File: config.mk
export PLATFORM = sky130hd
export DESIGN_NAME = matrix_scan_driver_flat
export DESIGN_NICKNAME = d
export VERILOG_FILES = /design/src/rtl/matrix_pkg.sv /design/src/rtl/matrix_scan_if.sv /design/src/rtl/matrix_glyph_rom.sv /design/src/rtl/matrix_scan_driver.sv /design/src/flat_wrapper.sv
export SDC_FILE = /design/constraint.sdc
export NUM_CORES = 1
export LEC_CHECK = 0
export ABC_CLOCK_PERIOD_IN_PS = 4220
export BUFFER_PORTS_ARGS = -buffer_cell sky130_fd_sc_hd__buf_2
export CAP_MARGIN = 10
export CELL_PAD_IN_SITES_DETAIL_PLACEMENT = 0
export CELL_PAD_IN_SITES_GLOBAL_PLACEMENT = 2
export CORE_MARGIN = 4
export CORE_UTILIZATION = 34
export DETAILED_ROUTE_END_ITERATION = 12
export GPL_ROUTABILITY_DRIVEN = 0
export PLACE_DENSITY = 0.91
export SYNTH_ARGS = -nofsm -noshare
export SYNTH_HDL_FRONTEND = slang
export SYNTH_SLANG_ARGS = --single-unit
File: constraint.sdc
create_clock -name clk -period 4.22 [get_ports clk]
set_input_delay 1.266 -clock clk [delete_from_list [all_inputs] [get_ports clk]]
set_output_delay 1.266 -clock clk [all_outputs]
set_load 0.02 [all_outputs]
File: src/rtl/matrix_pkg.sv
// Shared constants for the LED dot-matrix scan driver.
package matrix_pkg;
   localparam int ROWS_DEF   = 16;
   localparam int COLS_DEF   = 16;
   localparam int PAT_BOX    = 0;
   localparam int PAT_BORDER = 1;
   localparam int PAT_CHECK  = 2;
   localparam int PAT_DIAG   = 3;
endpackage

File: src/rtl/matrix_scan_if.sv
// Control inputs and scan outputs of the matrix scan driver.
interface matrix_scan_if
   import matrix_pkg::*;
#(
   parameter int ROWS = ROWS_DEF,
   parameter int COLS = COLS_DEF,
   parameter int NPAT = 4
);
   logic [$clog2(NPAT)-1:0] pat_sel;
   logic                    pat_load;
   logic                    scroll_en;
   logic                    scroll_dir;
   logic [$clog2(ROWS)-1:0] row_bin;
   logic [COLS-1:0]         col;
   logic                    frame_start;

   modport master (
      output pat_sel, pat_load, scroll_en, scroll_dir,
      input  row_bin, col, frame_start
   );

   modport slave (
      input  pat_sel, pat_load, scroll_en, scroll_dir,
      output row_bin, col, frame_start
   );
endinterface

File: src/rtl/matrix_glyph_rom.sv
// Combinational glyph table: (pattern, row) -> column bits.
module matrix_glyph_rom
   import matrix_pkg::*;
#(
   parameter int ROWS = ROWS_DEF,
   parameter int COLS = COLS_DEF,
   parameter int NPAT = 4,
   localparam int RW = $clog2(ROWS),
   localparam int PW = $clog2(NPAT)
) (
   input  logic [PW-1:0]   pat,
   input  logic [RW-1:0]   row,
   output logic [COLS-1:0] bits
);
   logic [COLS-1:0] edge_bits;

   assign edge_bits = COLS'(1) | (COLS'(1) << (COLS - 1));

   always_comb begin
      bits = '0;
      unique case (1'b1)
         pat == PW'(PAT_BOX): begin
            if (row inside {RW'(0), RW'(14), RW'(15)})
               bits = '0;
            else if (row inside {RW'(1), RW'(7), RW'(13)})
               bits = COLS'(16'h0FF0);
            else
               bits = COLS'(16'h0810);
         end
         pat == PW'(PAT_BORDER):
            bits = (row == '0 || row == RW'(ROWS - 1))
                 ? '1 : edge_bits;
         pat == PW'(PAT_CHECK):
            bits = row[0] ? {(COLS/2){2'b01}}
                          : {(COLS/2){2'b10}};
         pat == PW'(PAT_DIAG):
            bits = (COLS'(1) << (COLS - 1)) >> row;
         default:
            bits = '0;
      endcase
   end
endmodule

File: src/rtl/matrix_scan_driver.sv
// Row scanner: divider, row counter, frame-aligned pattern
// switch, per-frame scroll, rotate and blanking mask.
module matrix_scan_driver
   import matrix_pkg::*;
#(
   parameter int ROWS  = ROWS_DEF,
   parameter int COLS  = COLS_DEF,
   parameter int DIV   = 1000,
   parameter int BLANK = 50,
   parameter int NPAT  = 4
) (
   input logic          clk,
   input logic          rst,
   matrix_scan_if.slave bus
);
   localparam int DW = $clog2(DIV);
   localparam int RW = $clog2(ROWS);
   localparam int CW = $clog2(COLS);
   localparam int PW = $clog2(NPAT);

   logic [DW-1:0]     div_cnt;
   logic [RW-1:0]     row;
   logic [PW-1:0]     pat;
   logic [PW-1:0]     pend_pat;
   logic              pend_vld;
   logic [CW-1:0]     offset;
   logic              frame_start;
   logic              row_tick;
   logic              frame_edge;
   logic [COLS-1:0]   rom;
   logic [2*COLS-1:0] rot;

   assign row_tick   = div_cnt == DW'(DIV - 1);
   assign frame_edge = row_tick && row == RW'(ROWS - 1);

   always_ff @(posedge clk) begin
      if (rst) begin
         div_cnt     <= '0;
         row         <= '0;
         pat         <= '0;
         pend_pat    <= '0;
         pend_vld    <= 1'b0;
         offset      <= '0;
         frame_start <= 1'b0;
      end else begin
         div_cnt     <= row_tick ? '0 : div_cnt + 1'b1;
         frame_start <= frame_edge;
         if (row_tick)
            row <= row + 1'b1;
         // A load landing on the frame edge wins over the pending one.
         if (frame_edge) begin
            if (bus.pat_load)
               pat <= bus.pat_sel;
            else if (pend_vld)
               pat <= pend_pat;
            pend_vld <= 1'b0;
            if (bus.scroll_en)
               offset <= bus.scroll_dir ? offset - 1'b1
                                        : offset + 1'b1;
         end else if (bus.pat_load) begin
            pend_pat <= bus.pat_sel;
            pend_vld <= 1'b1;
         end
      end
   end

   matrix_glyph_rom #(
      .ROWS (ROWS),
      .COLS (COLS),
      .NPAT (NPAT)
   ) u_rom (
      .pat  (pat),
      .row  (row),
      .bits (rom)
   );

   // Upper half of the doubled word is the rotate-left result.
   assign rot = {rom, rom} << offset;

   assign bus.row_bin     = row;
   assign bus.frame_start = frame_start;
   assign bus.col         = (div_cnt < DW'(BLANK))
                          ? '0 : rot[2*COLS-1:COLS];
endmodule

File: src/flat_wrapper.sv
// flat-port wrapper written by rule: the top's interface ports become plain ports
module matrix_scan_driver_flat import matrix_pkg::*;
#(
   parameter int ROWS  = ROWS_DEF,
   parameter int COLS  = COLS_DEF,
   parameter int DIV   = 1000,
   parameter int BLANK = 50,
   parameter int NPAT  = 4
)
  (clk, rst, bus_pat_sel, bus_pat_load, bus_scroll_en, bus_scroll_dir, bus_row_bin, bus_col, bus_frame_start);
  matrix_scan_if #(.ROWS(ROWS), .COLS(COLS), .NPAT(NPAT)) bus_i ();
  input logic clk;
  input logic rst;
  input wire logic [$bits(bus_i.pat_sel)-1:0] bus_pat_sel;
  input wire logic [$bits(bus_i.pat_load)-1:0] bus_pat_load;
  input wire logic [$bits(bus_i.scroll_en)-1:0] bus_scroll_en;
  input wire logic [$bits(bus_i.scroll_dir)-1:0] bus_scroll_dir;
  output wire logic [$bits(bus_i.row_bin)-1:0] bus_row_bin;
  output wire logic [$bits(bus_i.col)-1:0] bus_col;
  output wire logic [$bits(bus_i.frame_start)-1:0] bus_frame_start;
  assign bus_i.pat_sel = bus_pat_sel;
  assign bus_i.pat_load = bus_pat_load;
  assign bus_i.scroll_en = bus_scroll_en;
  assign bus_i.scroll_dir = bus_scroll_dir;
  assign bus_row_bin = bus_i.row_bin;
  assign bus_col = bus_i.col;
  assign bus_frame_start = bus_i.frame_start;
  matrix_scan_driver #(.ROWS(ROWS), .COLS(COLS), .DIV(DIV), .BLANK(BLANK), .NPAT(NPAT)) u_core (.clk(clk), .rst(rst), .bus(bus_i));
endmodule
======== Yosys cells after proc, flatten, opt, wreduce, memory -nomap -nowiden ========
Cells that the tools add are included.
word-level totals
  flip-flop bits (word level) ............. 24
  bits of input ports ..................... 7
  logic and storage cells ................. 45
operators by class
  muxes and demuxes ....................... 9
  order comparisons ....................... 1
  shift operators ......................... 2
  equal/unequal tests ..................... 9
  reduce and logical (&&, ||, !) cells .... 12
  bitwise operators ....................... 1
  add/subtract/negate cells ............... 4
operator list
  operator               number
  $pmux 16 s4            1
  $mux 16                3
  $shl 32x4->32          1
  $shr 16x4->16 const A  1
  $mux 15                1
  $eq 4x4->1 const B     3
  $mux 11                1
  $add 10x1->10 const B  1
  $eq 10x10->1 const B   1
  $lt 10x6->1 const B    1
  $add 4x1->4 const B    2
  $reduce_and 2->1       3
  $reduce_bool 3->1      2
  $eq 2x2->1 const B     2
  $eq 4x1->1 const B     1
  $eq 4x3->1 const B     1
  $logic_not 4->1        1
  $mux 2                 2
  $mux 4                 1
  $reduce_or 2->1        2
  $sub 4x1->4 const B    1
  $eq 2x1->1 const B     1
  $logic_not 2->1        1
  $reduce_bool 2->1      1
  3 further kinds        3

======== Depth between registers and ports, before layout ========
Gate-level depths: netlist of the first run.
  depth in word-level cells ............... 7
  depth in mapped cells ................... 10

======== Modules after synthesis ========
From an unflattened synthesis of the first run, not the netlist that was laid out.
second synthesis, totals
  cells, all modules ...................... 324
  area total of the unflattened synthesis .. 2,416.1 um^2
modules (own cells, without submodules)
  module              cells each  area an instance (um^2)  seq. area each (um^2)  instances
  matrix_scan_driver  222         1,830.5                  480.5                  1
  matrix_glyph_rom    102         585.6                    0.0                    1

======== Worst setup path before layout of the first run ========
No wires, ideal clock.
  path kind ............................... reg2out
  start ................................... register u_core.row[0] (netlist: u_core.bus.row_bin[0])
  end ..................................... output port bus_col[9]
  path buffers ............................ 1
  arrival ................................. 3.012 ns
  cell stages (with the launch flop) ...... 10
  slack ................................... -0.058 ns
  path through ............................ dfxtp_1 clkbuf_1 inv_1 ha_1 a311o_1 or3_4 nand4_1 o21ai_2 mux4_2 o221ai_1
between the ends
  longest elaborated chain between the ends .. 7
  elaborated cells between the ends (all ways) .. 17
RTL lines
  item                                line                      text
  start, declared                     matrix_scan_driver.sv:22  logic [RW-1:0] row;
  start signal, assigned              matrix_scan_driver.sv:49  row <= row + 1'b1;
  $eq 4x1->1 (tied with other cells)  matrix_glyph_rom.sv:25    else if (row inside {RW'(1), RW'(7), RW'(13)})
  $reduce_bool 3->1                   matrix_glyph_rom.sv:25
  $mux 11                             matrix_glyph_rom.sv:25
  $mux 16                             matrix_glyph_rom.sv:23    if (row inside {RW'(0), RW'(14), RW'(15)})
  $pmux 16 s4 *                       matrix_glyph_rom.sv:21    unique case (1'b1)
  $shl 32x4->32 *                     matrix_scan_driver.sv:78  assign rot = {rom, rom} << offset;
  $mux 16 *                           matrix_scan_driver.sv:83  ? '0 : rot[2*COLS-1:COLS];
  end, declared                       flat_wrapper.sv:19        output wire logic [$bits(bus_i.col)-1:0] bus_col;
Every way passes the cells marked *; elsewhere a longest branch is shown, timed or not.

======== Worst setup path after layout of the first run ========
Ends and elaborated chain as after synthesis.

==> results of run 1 <==
==> metrics by stage <==
| stage | total power [uW] | setup TNS (ns) | std cells |
|---|---|---|---|
| 2_1_floorplan | 253 | -0.110 | 318 |
| 3_5_place_dp | 260 | 0 | 431 |
| 4_1_cts | 408 | 0 | 435 |
| 5_1_grt | 423 | -0.00311 | 435 |
| 6_report | 403 | 0 | 435 |
| 3_3_place_gp | 260 | 0 | 431 |
==> cells by family after synthesis <==
kind of cell,synth area share (%)
AOI/OAI and AO/OA,26.6
xor gates and xnor gates,5.43
adders and majority gates,5.48
buffers and inverters,6.10
DFF,19.9
muxes,7.08
and+or+nand+nor,29.4
==> power groups by stage <==
| stage | logic, uW | clock network [uW] | registers (uW) |
|---|---|---|---|
| finish | 20.1 | 149 | 234 |
| global route | 23.1 | 164 | 235 |
| CTS | 20.6 | 153 | 234 |
| detailed placement | 20.6 | 0 | 240 |
| global placement | 20.4 | 0 | 239 |
| floorplan | 14.7 | 0 | 238 |
==> worst max-delay path, delay by kind of cell (launching register included) <==
| kind | cells | cell delay (ns) |
|---|---|---|
| AOI/OAI and AO/OA | 3 | 0.68 |
| and+or+nand+nor | 2 | 0.52 |
| DFF | 1 | 0.39 |
| adders and majority gates | 1 | 0.23 |
| muxes | 1 | 0.48 |
| buffers and inverters | 2 | 0.26 |
==> state kept, by name, indices dropped and copies added, names as in the netlist <==
register / flops
u_core.bus.frame_start: 1
u_core.bus.row_bin: 4
u_core.pat: 2
u_core.div_cnt: 10
u_core.pend_pat: 2
u_core.pend_vld: 1
u_core.offset: 4
==> layout by cell type (no fill, tap or decap), types with 6 or more instances in the layout <==
cell type / synthesis / routed
sky130_fd_sc_hd__nor2_1: 41 / 41
sky130_fd_sc_hd__nand2_1: 36 / 36
sky130_fd_sc_hd__buf_2: 3 / 26
sky130_fd_sc_hd__dfxtp_1: 24 / 21
sky130_fd_sc_hd__nand3_1: 12 / 12
sky130_fd_sc_hd__a21oi_1: 12 / 12
sky130_fd_sc_hd__inv_1: 11 / 11
sky130_fd_sc_hd__o21ai_0: 11 / 11
sky130_fd_sc_hd__buf_4: 0 / 11
sky130_fd_sc_hd__xnor2_1: 9 / 9
sky130_fd_sc_hd__nor3_1: 7 / 7
sky130_fd_sc_hd__mux2i_1: 7 / 7
sky130_fd_sc_hd__o221ai_1: 7 / 7
sky130_fd_sc_hd__ha_1: 9 / 7
sky130_fd_sc_hd__xor2_1: 6 / 6
sky130_fd_sc_hd__nand4_1: 6 / 6
==> per-layer routing <==
metal / vias up / global-route usage, % / wire length (um)
li1: 1231 / - / -
met1: 1165 / 21.4 / 2980
met2: 93 / 26.7 / 3320
met3: 10 / 0.731 / 301
met4: 0 / 3.59 / 81
met5: - / 0 / 0
==> how the worst max path moves through the flow <==
stage | start | end | slack (ns) | depth (start not counted)
5_1_grt | u_core.bus.row_bin[0]$_SDFFE_PP0P_ | bus_col[1] | -0.003 | 9
2_1_floorplan | u_core.bus.row_bin[0]$_SDFFE_PP0P_ | bus_col[9] | -0.06 | 9
3_3_place_gp | u_core.bus.row_bin[0]$_SDFFE_PP0P_ | bus_col[1] | 0.35 | 9
4_1_cts | u_core.bus.row_bin[0]$_SDFFE_PP0P_ | bus_col[9] | 0.02 | 9
3_5_place_dp | u_core.bus.row_bin[0]$_SDFFE_PP0P_ | bus_col[1] | 0.31 | 9
6_report | u_core.bus.row_bin[0]$_SDFFE_PP0P_ | bus_col[9] | 0.13 | 9
==> layout make-up <==
class	count	area, um^2	area share, %
well taps	96	120	4.37
flip-flops and latches	24	484	17.6
multi-input cells	260	1820	66.1
clock buffers	4	55.1	2.00
repair buffers	38	224	8.15
inverters	13	48.8	1.78
==> impl_summary.md, run 1 <==
Synth
The post-synth design cell area is 2420 um^2. The net count of the mapped netlist is 335. The number of instances in the synthesized netlist is 318.

The synthesized netlist contains around 70 unique library cells. Synthesis inferred 24 register bits. The biggest area contributor in the post-synthesis netlist is sky130_fd_sc_hd__dfxtp_1.

By count the netlist is led by sky130_fd_sc_hd__nor2_1 (41), sky130_fd_sc_hd__nand2_1 (36), sky130_fd_sc_hd__dfxtp_1 (24). The total number of yosys warnings is 0. By area the synthesized netlist is led by sky130_fd_sc_hd__dfxtp_1 (20%), sky130_fd_sc_hd__nor2_1 (6.4%), sky130_fd_sc_hd__nand2_1 (5.6%). After synthesis, the share of flip-flops with an asynchronous set or reset is 0%.

The top-area cell type share of the netlist area is 19.9%. The most numerous cell in the Yosys netlist is sky130_fd_sc_hd__nor2_1. In this run, synthesis inferred 0 flip-flops with an integrated enable. The average instance area after synthesis is 7.61 um^2. Sequential elements use about a fifth of the synthesized area. In the synthesized netlist the dominant register cell turns out to be sky130_fd_sc_hd__dfxtp_1.

Clocking
The clock net sink count is 24. The number of hold buffers added after cts is 0. The total CTS buffers is 3. The insertion delay to the later sink of the worst-skew pair is 0.25 ns. Counting along the longest clock path gives a buffer depth of 2.

The clock slew at the register clock pins of the worst setup and hold paths is about 0.080 ns. The number of buffers added for setup after CTS is 0. CTS built an H-tree with a depth of 1. TritonCTS built the clock tree.

In this run the clock root is driven by a sky130_fd_sc_hd__clkbuf_8. Post-CTS repair changed the size of 0 cells.

Finish
For this run, the share of the core covered by cells in the final layout is between 40% and 50%. The number of filler instances in the final layout is 717. After routing the design area is around 2700 um^2. The post-route netlist has 19.5% of its cells at a drive strength greater than 1. The signed area change from the synthesized netlist to the final layout is 13.5%. The number of inserted diodes is 0. The final net count is 357.

Detailed routing
The number of remaining DRC errors is 0. After the first detailed-routing iteration, the DRC count stood at just under 200. The total detailed-routing wirelength is 6680 um. The number of vias after detailed routing is 2499. The number of nets still failing antenna checks after routing is 0. The vias per cell is approximately 5.7. After detailed routing, the average wire length per cell comes to around 15 um. The first TritonRoute pass finished after 5 iterations.

Critical path
The worst register-to-register path has a setup slack of 2.06 ns. The largest fanout on the critical path is 7. The worst setup path is launched from a flop. The worst setup path is captured at an output pin. The number of cells on the worst reg-to-reg path is 6. The startpoint identified for the worst register-to-register timing path is u_core.div_cnt[1]$_SDFF_PP0_. The critical path goes through inv_1 > ha_2 > a311o_1 > or3_4 > nand4_1 > o21ai_2 > mux4_2 > o221ai_1 > buf_4. The arrival time at the worst endpoint is 2.82 ns. For this run, the slowest stage of the critical path takes 0.48 ns. The critical path is of the flop to output pin type. The data required time at the worst endpoint is 2.95 ns. The capture point of the worst reg-to-reg path is u_core.offset[3]$_SDFFE_PP0P_. The slowest stage of the critical path is the sky130_fd_sc_hd__mux4_2 cell.

Global route
The first global-routing pass estimated 11300 um of wire. After global routing the overflow that remains totals 0. The initial antenna violation count is 0. The via count of the first global-routing pass is 2304.

The total track usage is 15.5%. The pin count of the biggest net entering global routing is 21.

Power
The power density relative to cell area is between 100 and 150 nW/um^2. The switching power of the nets is 80.6 uW. The register share of total power is 58.1%. The internal power contribution is 323 uW. The peak supply drop is approximately 0.23 mV. The combinational cell fraction of total power is approximately 5.0%. The fraction of power spent switching nets is around a fifth. The part of the total power dissipated in the clock network is 36.9%. The static leakage is between 0.001 and 0.0015 uW.

STA
The post-layout worst setup margin is 0.134 ns. Headroom to the max-slew limit came out at 58.5%. The slew of the pin with the lowest slew margin is 0.622 ns. The final clock period utilization by the worst path is 96.8%. The clock arrives with 0.00129 ns of skew. The number of max-slew violations in the final report is 0. Setup violations remaining at the end of the flow were counted as 0.

The post-route worst hold slack is around 0.47 ns. The final-report hold violation count came to 0. The time the worst path needs with I/O delays and setup is 4.09 ns. Timing would allow up to around 240 MHz.

Floorplan
The width of the chip is 92.4 um. The floorplan step defined a core boundary enclosing 6870 um^2. The number of placed I/O pins is 28. The height of the die is about 90 um. Once the floorplan was initialized, standard cells occupied 35.2% of the core. The floorplan step defined a die boundary enclosing around 8500 um^2. The number of core rows is 30.

Hold path
The endpoint of the worst hold-timing path is u_core.div_cnt[0]$_SDFF_PP0_. The beginning of the worst hold path is u_core.div_cnt[0]$_SDFF_PP0_. The path class of the tightest hold or removal check is flop to flop. The hold path depth is 1.

Run
Across the run, the number of max-cap violations was 0.

Placed design
Once detailed placement completed, the half-perimeter wirelength came to 5050 um. The count of buffers added on input and output ports is 27. In this run the cell area measured after placement is approximately 2700 um^2. Prior to clock tree synthesis, the placed netlist has a worst setup slack of 0.309 ns.

Run status
The flow ran to the end, and the final reports show no timing, DRC or antenna violations.
Power figures use the tool's default switching activity.
==> run 2, diff against run 1 <==
Settings changed: CELL_PAD_IN_SITES_DETAIL_PLACEMENT 0 to unset, CELL_PAD_IN_SITES_GLOBAL_PLACEMENT 2 to unset, CORE_UTILIZATION 34 to 59, REMOVE_ABC_BUFFERS set to 1.
==> run 2 against run 1 <==
Compared with the run above: clock skew rose by 0.00099 ns; routed wire length shrank 12%; maximum frequency is 0.41% lower; utilization grew 27 points; highest routed layer unchanged; design area is 2.5% lower; flip-flop and latch count did not move.
==> impl_summary.md, run 2 (synthesis gave the netlist of run 1 again) <==
Placed design
The worst setup timing slack at the placement stage was 0.288 ns (-0.0215 ns). The count of buffers inserted at the top-level ports is 27 (unchanged). The half-perimeter wire length of the detailed placement result is 4470 um (-12%).

Critical path
The arrival time at the worst endpoint was 2.84 ns (+0.02 ns). The data required time at the worst endpoint came to 2.95 ns (about the same). The largest delay contributor family on the critical path is flip-flops. The delay of the slowest critical-path stage came to 0.71 ns (+0.23 ns). The number of cells on the worst reg-to-reg path is 6 (unchanged). The signal on the critical path passes through nor4bb_1 > nand2_1 > a32oi_2 > inv_1 > mux4_2 > o221ai_1 > buf_2. The worst setup path is of the flop to output pin kind. The largest fanout on the critical path is 20 (+13). The capture point of the worst reg-to-reg path is u_core.offset[3]$_SDFFE_PP0P_. The endpoint type of the worst setup path is an output pin. The number of buffer and inverter stages on the critical path is 2 (unchanged). The master of the slowest instance on the critical path is sky130_fd_sc_hd__dfxtp_1. The critical path depth in cells came to 7 (-2).

The most critical setup path has its startpoint at u_core.pat[0]$_SDFFE_PP0P_. The category of the worst setup path launch point is a flop. The most critical setup path has its endpoint at bus_col[1]. The worst reg-to-reg setup slack is 2.12 ns (+0.06 ns). The startpoint identified for the worst register-to-register timing path is u_core.div_cnt[0]$_SDFF_PP0_.

Finish
Counting flops per register, the top entry is u_core.div_cnt. The most common cell after layout, fill and taps aside is sky130_fd_sc_hd__nor2_1. The share of the core filled with cells in the final layout is 67.5% (+27 points). The signed area change from the synthesized netlist to the final layout is 10.8%. In the layout the commonest cells are sky130_fd_sc_hd__nor2_1 (41), sky130_fd_sc_hd__nand2_1 (36), sky130_fd_sc_hd__buf_2 (27), sky130_fd_sc_hd__dfxtp_1 (20).

The ratio of cells with drive above 1 in the final layout was 19.2% (-0.24 points). The number of filler instances in the final layout came to 340 (-53%). The final net count is 356 (-0.28%). The flip-flop count of the largest register after layout was 10 (unchanged). The number of inserted diodes is 0 (unchanged).

STA
The worst max-slew margin expressed relative to the limit is 58.6% (+0.12 points). The post-layout worst setup margin is 0.118 ns (-0.0167 ns). The upper clock frequency limit is 244 MHz (-0.41%). The aggregate negative setup slack is 0 ns (unchanged).

The time the worst path needs with I/O delays and setup is 4.10 ns (+0.0167 ns). The setup clock skew after layout was 0.00228 ns (+0.000992 ns). The final clock period utilization by the worst path is 97.2% (+0.40 points). The slew of the pin with the lowest slew margin is 0.620 ns (-0.00142 ns).

The post-route worst hold slack is 0.478 ns (+0.00418 ns). The number of failing setup endpoints in the final timing report is 0 (unchanged). The final-report hold violation count was 0 (unchanged). The number of max-slew violations in the final report is 0 (unchanged).

Floorplan
The height of the die came to 72.0 um (-22%). The width of the chip is 72.0 um (-22%). The total die area is 5190 um^2 (-39%). The initial core utilization is 60.9% (+26 points).

The number of placed I/O pins was 28 (unchanged). The core box area is 3970 um^2 (-42%). The number of core rows is 23 (-23%).

Hold path
The worst hold path belongs to the class flop to flop.

Clocking
The clock slew at the register clock pins of the worst setup and hold paths is 0.08 ns (about the same). The clock net sink count is 24 (unchanged). The insertion delay to the later sink of the worst-skew pair is 0.26 ns (about the same). The CTS tree is done. The buffer levels on the longest clock path was 2 (unchanged). The clock root buffer master is sky130_fd_sc_hd__clkbuf_8. The total CTS buffers is 3 (unchanged).

The level count of the clock H-tree was 1 (unchanged). The number of buffers added for setup after CTS was 0 (unchanged).

Detailed routing
The mean routed wirelength per cell is 15.2 um (-0.88%). The vias per cell was 6.48 (+13%). The number of nets still failing antenna checks after routing came to 0 (unchanged). The first-pass iteration count of the detailed router is 5 (unchanged).

The total detailed-routing wirelength is 5910 um (-12%). The starting DRC count in detailed routing is 335 (+71%). The number of remaining DRC errors is 0 (unchanged). The number of vias after detailed routing is 2515 (+0.64%).

Global route
The initial antenna violation count is 0 (unchanged). The via count of the first global-routing pass came to 2378 (+3.2%). The total track usage was 23.4% (+7.9 points).

The pin count of the biggest net entering global routing is 21 (unchanged). The overall overflow remaining after global route is 0 (unchanged). The wire length of the first global-routing pass was 10300 um (-9.3%).

Run status
The run finished with clean final reports.

Power
The static leakage is 0.00107 uW (-0.75%). The peak supply drop is 0.250 mV (+11%). The power density relative to cell area came to 151 nW/um^2 (+3.1%).

Run
The max-cap violation count came to 0 (unchanged).
==> run 2: cell count changes in the layout (fill, tap and decap cells not counted), sizes merged <==
cell,previous run,this run
buf,38,37
==> run 2: area by class of cell <==
class                           instances  area (um^2)  area share, %
Inverter                               13         48.8           1.82
Clock buffer                            4         55.1           2.05
Tap cell                               50         62.6           2.33
Sequential cell                        24          485           18.1
Multi-Input combinational cell        260         1820           67.8
Timing Repair Buffer                   37          210           7.84
==> run 2: worst min path at each step <==
stage | startpoint | end | slack [ns] | cells after the start
finish | u_core.div_cnt[0]$_SDFF_PP0_ | u_core.div_cnt[0]$_SDFF_PP0_ | 0.48 | 1
global route | u_core.div_cnt[0]$_SDFF_PP0_ | u_core.div_cnt[0]$_SDFF_PP0_ | 0.52 | 1
CTS | u_core.div_cnt[0]$_SDFF_PP0_ | u_core.div_cnt[0]$_SDFF_PP0_ | 0.48 | 1
detailed placement | u_core.div_cnt[0]$_SDFF_PP0_ | u_core.div_cnt[0]$_SDFF_PP0_ | 0.46 | 1
global placement | u_core.div_cnt[0]$_SDFF_PP0_ | u_core.div_cnt[0]$_SDFF_PP0_ | 0.44 | 1
floorplan | u_core.div_cnt[0]$_SDFF_PP0_ | u_core.div_cnt[0]$_SDFF_PP0_ | 0.43 | 1
==> run 2: report_power, final <==
group | switching (uW) | total (uW) | leakage (uW) | internal (uW)
registers | 3.86 | 234 | 0.000197 | 230
clock network | 67.6 | 151 | 0.0000288 | 83.1
logic | 11.1 | 20.3 | 0.000843 | 9.22
==> run 2: stage by stage <==
step | instance area [um^2] | std cells | total power, uW
3_5_place_dp | 2590 | 384 | 260
5_1_grt | 2680 | 388 | 426
4_1_cts | 2660 | 388 | 409
3_3_place_gp | 2590 | 384 | 259
2_1_floorplan | 2320 | 297 | 251
6_report | 2680 | 388 | 405
==> run 2: timing repair <==
item | in CTS | in global routing
gates resized for setup | 1 | 8
setup endpoints to repair | 1 | 5
hold buffers | 0 | 0
pin swaps | 0 | 0
==> run 2: metal layers <==
layer	track usage, %	vias to the layer above	share of wire (%)
met5	0	-	0
met4	8.35	0	2.3
met3	2.77	20	5.6
met2	40.0	103	48
met1	30.4	1173	44
li1	-	1219	-
==> run 2: worst register-to-register path: cells and delay by family, from the launching register on <==
kind / cells / cell delay (ns)
compound gates: 1 / 0.15
simple gates: 4 / 1.26
flops: 1 / 0.38
fa+ha+maj: 1 / 0.25
